$ cat src/rtl/bcd_pkg.sv
// Shared definitions for the BCD <-> binary converter family.
// Holds the converter FSM states and the digit-range helpers.
package bcd_pkg;

  typedef enum logic [1:0] {
    IDLE,
    CONV,
    DONE
  } state_e;

  localparam logic [3:0] BCD_MAX_DIGIT = 4'd9;

  // Smallest binary width that holds every N-digit decimal value.
  function automatic int bcd_bin_width(input int n);
    return $clog2(10 ** n);
  endfunction

  function automatic logic isBcdDigit(input logic [3:0] d);
    return d <= BCD_MAX_DIGIT;
  endfunction

endpackage

$ cat src/rtl/bcd_bin.sv
// Sequential BCD-to-binary converter: one digit per cycle, MSD first,
// acc = acc*10 + digit, with valid/ready on both sides and a non-BCD flag.
module bcd_bin
  import bcd_pkg::*;
#(
  parameter int N_DIGITS = 4,
  parameter int BIN_W    = bcd_bin_width(N_DIGITS)
) (
  input  logic                  clk,
  input  logic                  rst,
  input  logic [4*N_DIGITS-1:0] bcd_i,
  input  logic                  in_valid_i,
  output logic                  in_ready_o,
  output logic [BIN_W-1:0]      bin_o,
  output logic                  err_o,
  output logic                  out_valid_o,
  input  logic                  out_ready_i
);

  localparam int CNT_W  = (N_DIGITS > 1) ? $clog2(N_DIGITS) : 1;
  localparam int WORD_W = 4 * N_DIGITS;

  state_e              state_q, state_d;
  logic [BIN_W-1:0]    acc_q, acc_d;
  logic [CNT_W-1:0]    cnt_q, cnt_d;
  logic [WORD_W-1:0]   word_q, word_d;
  logic                err_q, err_d;
  logic [3:0]          digit;

  // The captured word shifts left each CONV cycle, so the next digit is always on top.
  assign digit = word_q[WORD_W-1 -: 4];

  always_comb begin
    state_d = state_q;
    acc_d   = acc_q;
    cnt_d   = cnt_q;
    word_d  = word_q;
    err_d   = err_q;
    case (state_q)
      IDLE: begin
        if (in_valid_i) begin
          word_d  = bcd_i;
          acc_d   = '0;
          cnt_d   = CNT_W'(N_DIGITS - 1);
          err_d   = 1'b0;
          state_d = CONV;
        end
      end
      CONV: begin
        // x*10 as (x<<3)+(x<<1), widened so the intermediate never wraps.
        acc_d  = BIN_W'(({4'b0000, acc_q} << 3) + ({4'b0000, acc_q} << 1)
                        + (BIN_W + 4)'(digit));
        err_d  = err_q | ~isBcdDigit(digit);
        word_d = word_q << 4;
        if (cnt_q == '0) begin
          state_d = DONE;
        end else begin
          cnt_d = cnt_q - CNT_W'(1);
        end
      end
      DONE: begin
        if (out_ready_i) begin
          state_d = IDLE;
        end
      end
      default: state_d = IDLE;
    endcase
  end

  always_ff @(posedge clk or posedge rst) begin
    if (rst) begin
      state_q <= IDLE;
      acc_q   <= '0;
      cnt_q   <= '0;
      word_q  <= '0;
      err_q   <= 1'b0;
    end else begin
      state_q <= state_d;
      acc_q   <= acc_d;
      cnt_q   <= cnt_d;
      word_q  <= word_d;
      err_q   <= err_d;
    end
  end

  assign in_ready_o  = (state_q == IDLE);
  assign out_valid_o = (state_q == DONE);
  assign bin_o       = (out_valid_o && !err_q) ? acc_q : '0;
  assign err_o       = out_valid_o & err_q;

endmodule

$ cat config.mk
export PLATFORM = sky130hd
export DESIGN_NAME = bcd_bin
export DESIGN_NICKNAME = d
export VERILOG_FILES = /design/src/rtl/bcd_pkg.sv /design/src/rtl/bcd_bin.sv
export SDC_FILE = /design/constraint.sdc
export NUM_CORES = 1
export LEC_CHECK = 0
export BUFFER_PORTS_ARGS = -buffer_cell sky130_fd_sc_hd__buf_2
export CAP_MARGIN = 20
export CORE_UTILIZATION = 50
export CTS_CLUSTER_DIAMETER = 100
export DETAILED_ROUTE_END_ITERATION = 8
export PLACE_DENSITY = 0.72
export SLEW_MARGIN = 20
export SYNTH_ARGS = -nofsm -noshare
export SYNTH_HDL_FRONTEND = slang
export SYNTH_SLANG_ARGS = --single-unit
$ cat constraint.sdc
create_clock -name clk -period 3.5 [get_ports clk]
set_input_delay 0.7 -clock clk [delete_from_list [all_inputs] [get_ports clk]]
set_output_delay 0.7 -clock clk [all_outputs]
set_load 0.005 [all_outputs]
==> out/qor.txt <==
Outcome -> finished clean
Share of synthesized registers carrying an async set or reset -> 100%
Share of cells above drive strength 1 -> 18.4%
Starting Density -> 53.2%
Yosys Warn Count -> 0
Startpoint types -> flip-flop
1st-pass router iterations -> 4
Clk root buf -> clkbuf_8
Leakage -> 0.00128 uW
Die extent in y -> 68.2 um
Final Setup Violations -> 0
Die Area -> 4650 sq um
Routed Antenna Nets -> 0
Post-synthesis net count -> 278
Req. time, crit path -> 3.67 ns
Initial antenna violation count -> 0
Max Root-Sink Buffers -> 2
Top cells by area, synth -> dfrtp_1 40%, ha_1 13%, o21ai_0 5.5%
Post-synth top area cell -> dfrtp_1
Post-layout min period -> 2.63 ns
Final WS setup -> 0.872 ns
EDFF count, synth -> 0
First-pass GRT wire length -> 8020 um
Buffers on Ports -> 36
Chip width -> 68.2 um
TritonCTS clock tree -> yes
Clock sink count -> 35
Number of I/O pins -> 37
Netlist cell types -> 41
Most frequent cells after synthesis -> 35 x dfrtp_1, 24 x nand2_1, 24 x o21ai_0, 23 x ha_1, 13 x inv_1
Final nets -> 311
Critical-path top delay cell -> fa_1
Worst-Skew Late Latency -> 0.29 ns
GR Overflow Total -> 0
# resized after CTS -> 0
Vias in the first global route -> 1747
Cell mode on critical path -> inv_1
Worst hold slack -> 0.471 ns
Critical Path Max Stage Delay -> 0.60 ns
Core area -> 4120 sq um
GPL Wtd Cong -> 0.863
Total number of vias -> 1875
WL/cell -> 15.2 um
Post-Syn Area -> 2190 sq um
Avg Inst Size Synth -> 9.40 sq um
Crit-path cells -> inv_1, fa_1, inv_1, ha_1, a21oi_1, nand4b_1, and2_4, o311a_1, a221o_1
Rel. slew slack -> 58.3%
Setup Buffers After CTS -> 0
VDD IR max -> 0.773 mV
# diodes -> 0
CTS H-tree depth -> 2
HP Class -> flip-flop to flip-flop
TritonCTS Buffers -> 5
Sequential fraction of the synthesis area -> 40.0%
Layout Cells excl Fill -> 316
Arr. time, crit path -> 2.80 ns
Largest fanout on the critical path -> 5
Layout area overhead -> 13.9%
Clock slew at reported path FFs -> 0.07 ns
Sum of negative setup slack -> 0 ns
Power per Cell Area -> 926 nW/um^2
Yosys top cell area share -> 40.0%
DRT iter0 DRCs -> 131
Post-cts hold buffer count -> 0
Post-DP HPWL -> 3500 um
DP Worst Slack -> 0.940 ns
Most frequent cell after synthesis -> dfrtp_1
Clock Skews -> 0.00213 ns
Setup crit end kind -> flip-flop
Slew @ Worst Pin -> 0.626 ns
Via/cell ratio -> 5.93
Ys flop type -> dfrtp_1
Slew Limit Fails -> 0
Row Count -> 23
Maximum clock rate -> 381 MHz
Hold Violations, Final -> 0
Synth Instances -> 233
Setup CP Type -> flip-flop to flip-flop
Yosys reg bits -> 35
Placed Cells -> 309
Largest net degree at the start of global routing -> 36
GRT Total Usage -> 23.9%
Wirelength, routed -> 4790 um
DRC -> 0
MaxCap Viol Count -> 0
RSZ-0062 raised after global routing -> false
Tcrit/Tclk final -> 75.1%
## per-layer routing
layer / track usage, % / up-vias / routed length (um)
li1: - / 908 / -
met1: 31.0 / 905 / 2140
met2: 38.5 / 53 / 2350
met3: 5.33 / 9 / 219
met4: 9.11 / 0 / 80
met5: 0 / - / 0
## metrics by stage
step                area [sq um]  util, %  total power, uW
floorplan                   2190        -             1690
global placement            2410     58.5             1980
detailed placement          2410     58.5             2020
CTS                         2500     60.7             2310
global route                2500     60.7             2530
finish                      2500     60.7             2310
## placed cells by master (no fill, tap or decap), types with 3 or more instances in the layout
cell / instances
a22oi_1: 10
a22o_1: 7
and3_1: 12
xnor2_1: 3
a21oi_1: 10
ha_1: 23
dfrtp_1: 35
nor2b_1: 5
buf_4: 3
nor2_1: 11
buf_2: 36
nand2_1: 24
a221o_1: 3
nand2b_1: 3
o21ai_0: 24
clkbuf_8: 6
xor2_1: 4
inv_1: 13
and2_1: 3
## final cells by class
| type | count | area, sq um |
|---|---|---|
| multi-input combinational | 172 | 1220 |
| fill | 365 | 1620 |
| clock inverter | 1 | 5.00 |
| sequential | 35 | 876 |
| clock buffer | 6 | 82.6 |
| timing repair buffer | 39 | 203 |
| tap | 50 | 62.6 |
| inverter | 13 | 48.8 |
## flip-flops by register name (all words and copies together), names as in the netlist
signal / cells
word_q: 16
err_q: 1
state_q: 2
cnt_q: 2
acc_q: 14
## path summary, 6_finish.rpt
path,startpoint,end,slack (ns),cells past startpoint
worst max-delay path,acc_q[0],acc_q[11],0.87,9
worst min-delay path,cnt_q[0],cnt_q[0],0.47,1
worst max register to register,acc_q[0],acc_q[11],0.87,9
worst min register to register,cnt_q[0],cnt_q[0],0.47,1
max in group asynchronous,rst,acc_q[7],2.69,3
min in group asynchronous,rst,acc_q[8],0.50,3
## logic make-up (layout without fill, tap and decap cells)
family	after synthesis	count (layout)	share of synthesized area, %
AOI/OAI and AO/OA	71	71	21.8
xor gates and xnor gates	7	7	2.80
adders and majority gates	25	25	15.0
buffers and inverters	26	59	4.57
DFF	35	35	40.0
and+or+nand+nor	69	69	15.9
## report_power, final
group          internal (uW)  switching, uW  leakage, uW
logic                    537            725     0.000789
registers                581            177     0.000446
clock network            154            139    0.0000470
total                   1270           1040      0.00128
## worst max-delay path, delay by kind of cell (launching register included)
family	cells	cell delay, ns
compound gates	3	0.67
simple gates	2	0.42
flops	1	0.37
buf+inv	2	0.15
fa+ha+maj	2	0.90
No activity file was read; power rests on OpenSTA's default activity.
